File: src/rtl/m65c02_int_ctrl.sv
// Interrupt controller for a 65C02 core: resolves ABRT, NMI, maskable requests, BRK and COP into one vector.
// Latency: 1 Clk from level input to Int, 2 Clk for edge inputs; outputs frozen from LE_Int until the vector pull.
module m65c02_int_ctrl #(
    parameter int            pN        = 8,
    parameter logic [pN-1:0] pEdge     = '0,
    parameter logic [15:0]   pVec_Base = 16'hFFE0,
    parameter logic [15:0]   pVec_RST  = 16'hFFFC,
    parameter logic [15:0]   pVec_ABRT = 16'hFFF8,
    parameter logic [15:0]   pVec_NMI  = 16'hFFFA,
    parameter logic [15:0]   pVec_BRK  = 16'hFFFE,
    parameter logic [15:0]   pVec_COP  = 16'hFFF4
) (
    input  logic          Clk,
    input  logic          Rst,
    input  logic          Rdy,
    input  logic          ABRT,
    input  logic          NMI,
    input  logic          BRK,
    input  logic          COP,
    input  logic [pN-1:0] RQST,
    input  logic          IRQ_Msk,
    input  logic          Msk_WE,
    input  logic [pN-1:0] Msk_WD,
    output logic [pN-1:0] Msk,
    input  logic          LE_Int,
    input  logic          VP,
    output logic          Int,
    output logic [15:0]   Vector,
    output logic [4:0]    Src,
    output logic [pN-1:0] Pend
);
    localparam logic [4:0] SRC_NONE = 5'd0;
    localparam logic [4:0] SRC_ABRT = 5'd1;
    localparam logic [4:0] SRC_NMI  = 5'd2;
    localparam logic [4:0] SRC_BRK  = 5'd3;
    localparam logic [4:0] SRC_COP  = 5'd4;

    logic          nmi_q;
    logic          vp_q;
    logic [pN-1:0] rqst_q;
    logic          nmi_pend;
    logic [pN-1:0] edge_pend;
    logic          hold;

    logic          re_nmi;
    logic          re_vp;
    logic          ack;
    logic [pN-1:0] re_rqst;
    logic [pN-1:0] clr;
    logic [pN-1:0] elig;

    logic          nxt_int;
    logic [15:0]   nxt_vec;
    logic [4:0]    nxt_src;

    assign re_nmi  = NMI & ~nmi_q;
    assign re_vp   = VP & ~vp_q;
    assign re_rqst = RQST & ~rqst_q;
    assign ack     = Rdy & re_vp & hold;

    // Acknowledge only retires the source that was latched when Hold went high.
    always_comb begin
        for (int i = 0; i < pN; i++) begin
            clr[i]  = ack && (Src == 5'(16 + i));
            Pend[i] = pEdge[i] ? edge_pend[i] : RQST[i];
        end
    end

    assign elig = Pend & ~Msk & {pN{~IRQ_Msk}};

    // Later assignments override earlier ones, so sources are listed lowest priority first.
    always_comb begin
        nxt_int = 1'b0;
        nxt_vec = pVec_RST;
        nxt_src = SRC_NONE;
        if (COP) begin
            nxt_int = 1'b1;
            nxt_vec = pVec_COP;
            nxt_src = SRC_COP;
        end
        if (BRK) begin
            nxt_int = 1'b1;
            nxt_vec = pVec_BRK;
            nxt_src = SRC_BRK;
        end
        for (int i = 0; i < pN; i++) begin
            if (elig[i]) begin
                nxt_int = 1'b1;
                nxt_vec = pVec_Base + 16'(2 * i);
                nxt_src = 5'(16 + i);
            end
        end
        if (nmi_pend) begin
            nxt_int = 1'b1;
            nxt_vec = pVec_NMI;
            nxt_src = SRC_NMI;
        end
        if (ABRT) begin
            nxt_int = 1'b1;
            nxt_vec = pVec_ABRT;
            nxt_src = SRC_ABRT;
        end
    end

    always_ff @(posedge Clk) begin
        if (Rst) begin
            nmi_q     <= 1'b0;
            vp_q      <= 1'b0;
            rqst_q    <= '0;
            nmi_pend  <= 1'b0;
            edge_pend <= '0;
            Msk       <= '1;
            hold      <= 1'b1;
            Int       <= 1'b0;
            Vector    <= pVec_RST;
            Src       <= SRC_NONE;
        end else begin
            nmi_q  <= NMI;
            vp_q   <= VP;
            rqst_q <= RQST;

            if (re_nmi)
                nmi_pend <= 1'b1;
            else if (ack && (Src == SRC_NMI))
                nmi_pend <= 1'b0;

            edge_pend <= pEdge & ((edge_pend & ~clr) | re_rqst);

            if (Msk_WE)
                Msk <= Msk_WD;

            if (Rdy && LE_Int)
                hold <= 1'b1;
            else if (Rdy && re_vp)
                hold <= 1'b0;

            if (!hold) begin
                Int    <= nxt_int;
                Vector <= nxt_vec;
                Src    <= nxt_src;
            end
        end
    end
endmodule

File: config.mk
export PLATFORM = sky130hd
export DESIGN_NAME = m65c02_int_ctrl
export DESIGN_NICKNAME = d
export VERILOG_FILES = /design/src/rtl/m65c02_int_ctrl.sv
export SDC_FILE = /design/constraint.sdc
export NUM_CORES = 1
export LEC_CHECK = 0
export ABC_AREA = 1
export BUFFER_PORTS_ARGS = -buffer_cell sky130_fd_sc_hd__buf_4
export CAP_MARGIN = 0
export CORE_ASPECT_RATIO = 0.7
export CORE_UTILIZATION = 42
export CTS_BUF_LIST = sky130_fd_sc_hd__clkbuf_16
export DETAILED_ROUTE_END_ITERATION = 12
export MAX_ROUTING_LAYER = met4
export PLACE_DENSITY = 0.78
export SETUP_SLACK_MARGIN = 0.1
export SLEW_MARGIN = 20
export SYNTH_ARGS = -nofsm -noshare
export SYNTH_HDL_FRONTEND = slang
export SYNTH_SLANG_ARGS = --single-unit
File: constraint.sdc
create_clock -name Clk -period 1.5 [get_ports Clk]
set_input_delay 0.45 -clock Clk [delete_from_list [all_inputs] [get_ports Clk]]
set_output_delay 0.45 -clock Clk [all_outputs]
set_load 0.005 [all_outputs]
Word level (Yosys, flattened, before mapping). Cells that the tools add are included.

Mux-type cells: 38. Bitwise logic cells: 10. Reductions and logical operators: 5. Eq/ne operators: 1.

Operators by type and width (count): 2-to-1 mux 16 bit (11); 2-to-1 mux 5 bit (11); bitwise AND 8 bit (2); 2-to-1 mux 1 bit (14); NOT 8 bit (1); equality test 5 x 2 -> 1 bit (second input constant) (1); bitwise AND 1 bit (4); 2-to-1 mux 4 bit (1); logical AND 1 bit (3); 2-to-1 mux 3 bit (1); NOT 1 bit (3); nonzero test 2 bit (1); OR reduction 2 bit (1).

Output and inout bits: 38. Bits in registers: 34. Word-level logic and storage cells: 62. Bits of input ports: 27.

Longest topological paths before layout.
Depth after elaboration: 13. Gate-level depth with buffers: 12. Gate-level depth less buffers: 12.

Worst setup path before layout. OpenSTA, ideal clock, no wires.

Kind: input -> register. Start: input IRQ_Msk. End: register Vector[1]. Arrival: 1.115 ns. Path buffers: 0. Setup time: 0.131 ns. Required time: 1.369 ns. Stages on the path: 12. Setup slack: 0.254 ns. Cell sequence: inv_2 nand3_2 nand2_1 nand2_1 nand2_1 nand2_1 nand2_1 nand2_1 nand2_1 nand3_1 nand2_1 a21oi_2.

Word-level cells in the longest chain between the ends: 12.

Ends and longest elaborated chain: start, declared (RTL line 21) `input logic IRQ_Msk,`; NOT 1 bit * (RTL line 69) `assign elig = Pend & ~Msk & {pN{~IRQ_Msk}};`; bitwise AND 8 bit * (RTL line 69); 2-to-1 mux 16 bit (7 in a row) (RTL line 87) `if (elig[i]) begin`; 2-to-1 mux 16 bit * (RTL line 87); 2-to-1 mux 16 bit * (RTL line 93) `if (nmi_pend) begin`; 2-to-1 mux 16 bit * (RTL line 98) `if (ABRT) begin`; end signal, assigned (RTL line 115) `Vector <= pVec_RST;`; end signal, assigned (RTL line 139) `Vector <= nxt_vec;`; end, declared (RTL line 28) `output logic [15:0] Vector,`.

Every way passes the cells marked *; elsewhere a longest branch is shown, timed or not. A chain may end at the register's enable or synchronous reset.

Worst setup path in the final report.
Start: register Msk[2]. End: register Src[4].

Word-level cells in the longest chain between the ends: 11.

Ends and longest elaborated chain: start, declared (RTL line 24) `output logic [pN-1:0] Msk,`; start signal, assigned (RTL line 130) `Msk <= Msk_WD;`; NOT 8 bit (RTL line 69); bitwise AND 8 bit (2 in a row) (RTL line 69); 2-to-1 mux 5 bit (6 in a row) (RTL line 87); 2-to-1 mux 5 bit (RTL line 93); 2-to-1 mux 5 bit (RTL line 98); end signal, assigned (RTL line 140) `Src <= nxt_src;`; end, declared (RTL line 29) `output logic [4:0] Src,`.

No other way between the ends.

==> metrics <==
Main synth FF type dfxtp_1; Syn Inst Count ~150; row count 15; GR Overflow Total 0; hold depth 3; crit-path max FO 3; worst flop-to-flop path endpoint Src[4]$_SDFFE_PP0N_; WL per Instance around 11 µm; Sw Ratio roughly 24%; placed cell count 227; Clock Power Share 39.1%; post-synth top area share a little under two fifths; initial DRC count 43; register area share after synthesis a little under two fifths; Final WS setup about 0.23 ns; Starting Density about 45%; #FFs+latches synth 21; Core ar. around 0.0025 mm²; WP data arrival ~1.4 ns; H-tree Lvls 1; total number of vias ~1100; gr usage total a little under a fifth; Synth area leaders dfxtp_1 (38%), nand2_1 (15%), buf_4 (14%), nand3_1 (5.5%), nand3b_1 (4.8%); total CTS buffers 3; EDFF count, synth 0; crit path time final around 1.3 ns; Yosys warning count 0; post-route DRC violation count 0; area leader, netlist dfxtp_1; Die Y-Extent about 45 µm; n_diodes 0; Synth Cell Area 0.00110 mm²; vias per std cell approximately 4.6; share of cells above drive strength 1 around 30%; fin. max-slew vios 0; critical path launch point type flip-flop; switching power ~0.34 mW; worst path required time roughly 1.7 ns; hold path endpoint Msk[4]$_SDFFE_PP1P_; CP Class flip-flop to flip-flop; mean area per synthesized cell roughly 7.1 µm²; worst min path class input port to flip-flop; # setup viols final 0; Logic pwr share between 15 and 20%; Leakage Power about 0.8 nW; fillers roughly 240; Post-DRT Antenna Nets 0; clock buffer depth 2; nets approximately 230; Sinks on Clock Net 21; Layout area overhead 34.7%; post-detail-place hpwl 1950 µm; setup_tns 0 ns; unrepaired setup endpoints after global routing false; CTS hold repair buffers 0; CTS tree done; Hold Fails Final Rpt 0; global-route wire length before repair about 4000 µm; post-CTS sizing 0; sequential share of power a little over two fifths; Place WS between 0.02 and 0.03 ns; PD cells about 960 mW/mm²; drt total wl about 2500 µm; count leader, synth nand2_1; clock latency on the worst-skew pair about 0.25 ns; register area ~420 µm²; Post-synth ARST share 0%; Tcrit/Tclk final a little over four fifths; min-delay src Msk_WD[4]; internal power between 1 and 1.5 mW; area of the multi-input gates 492 µm²; final hold slack between 0.4 and 0.5 ns; largest net degree at the start of global routing 13; GP Congestion around 0.79; top cells by count, synth nand2_1 (45), buf_4 (21), dfxtp_1 (21); die area 0.00282 mm²; Layout Cells excl Fill approximately 230; status finished, final reports clean; IO buf count just over 50; count of unique library cells instantiated by Yosys 22; chip width roughly 63 µm; maximum vdd drop about 0.00055 V; initial antenna violation count 0; Top Ports 65; first-pass detailed-route iteration total 4; R2R Path Start Msk[2]$_SDFFE_PP1P_; Root Buffer clkbuf_16; vias in the first global route between 900 and 1000; Setup Buffers After CTS 0; Worst Skew ~0.0019 ns; Max Cap Violations 0; R2R depth 7; clk slew on worst S/H paths around 0.06 ns; Crit. End Element flip-flop; r2r setup slk roughly 0.23 ns; Fmax achieved between 700 and 800 MHz
routing by layer:
metal / up-vias / wire [µm] / global-route usage, % / share of wire, %
met1: 456 / 1140 / 23.7 / 45
met3: 3 / 233 / 5.56 / 9.2
met2: 52 / 1130 / 31.2 / 45
met4: 0 / 16 / 4.19 / 0.64
li1: 546 / - / - / -
met5: - / 0 / - / 0
stage by stage:
stage | instance area, µm² | utilization, % | power, mW
2_1_floorplan | 1140 | - | 0.780
3_3_place_gp | 1400 | 56.8 | 0.873
3_5_place_dp | 1400 | 56.8 | 0.877
4_1_cts | 1480 | 60.1 | 1.43
5_1_grt | 1480 | 60.1 | 1.49
6_report | 1480 | 60.1 | 1.42
critical path, cell delays in order (launching register included):
cell and delay (ns):
dfxtp_1 0.36, nand3b_1 0.18, nand2_1 0.11, nor2_1 0.17
nand2_1 0.10, nand3_1 0.08, nand2_1 0.06, o211a_1 0.11
cell families (layout without fill, tap and decap cells):
| logic type | count (synthesis) | after routing | share of synthesized area, % |
|---|---|---|---|
| AND/OR/NAND/NOR | 76 | 76 | 30.7 |
| buffers and inverters | 37 | 69 | 20.5 |
| flip-flops | 21 | 21 | 38.4 |
| AO/OA/AOI/OAI | 18 | 18 | 9.70 |
| other | 2 | 13 | 0.685 |
flip-flops by register name, summed over array words and instances, names as in the netlist:
name / flops
Int: 1
Msk: 8
Src: 4
Vector: 4
hold: 1
nmi_pend: 1
nmi_q: 1
vp_q: 1
layout by cell type (no fill, tap or decap), drive strengths merged:
cell    count
o31ai       1
nor2        9
buf        53
nand3      13
inv        13
conb       13
dfxtp      21
nand2      45
o211a       1
clkbuf      3
o21ai       6
nor4        1
nand3b      7
a31oi       1
nor3        1
o221ai      1
a21oi       8
power groups by stage:
stage | Combinational, mW | Clock (mW) | Sequential, mW
after floorplan | 0.156 | 0 | 0.624
after global placement | 0.246 | 0 | 0.627
after detailed placement | 0.250 | 0 | 0.627
after CTS | 0.253 | 0.566 | 0.616
after global routing | 0.281 | 0.589 | 0.621
final | 0.251 | 0.557 | 0.616
how the worst max path moves through the flow:
stage | start | end | slack (ns)
after floorplan | IRQ_Msk | Vector[1]$_SDFFE_PP0N_ | 0.25
final | Msk[2]$_SDFFE_PP1P_ | Src[4]$_SDFFE_PP0N_ | 0.23
after CTS | Msk[2]$_SDFFE_PP1P_ | Src[4]$_SDFFE_PP0N_ | 0.25
after global routing | Msk[7]$_SDFFE_PP1P_ | Src[4]$_SDFFE_PP0N_ | 0.16
after global placement | IRQ_Msk | Vector[1]$_SDFFE_PP0N_ | 0.04
after detailed placement | IRQ_Msk | Vector[1]$_SDFFE_PP0N_ | 0.03
area by class of cell:
| class | instances | share of cell area [%] |
|---|---|---|
| multi-input combinational | 107 | 33.3 |
| clock buffer | 3 | 5.08 |
| clock inverter | 1 | 0.254 |
| tap | 34 | 2.88 |
| sequential | 21 | 28.5 |
| timing repair buffer | 53 | 26.9 |
| inverter | 12 | 3.05 |
Power figures use the tool's default switching activity.
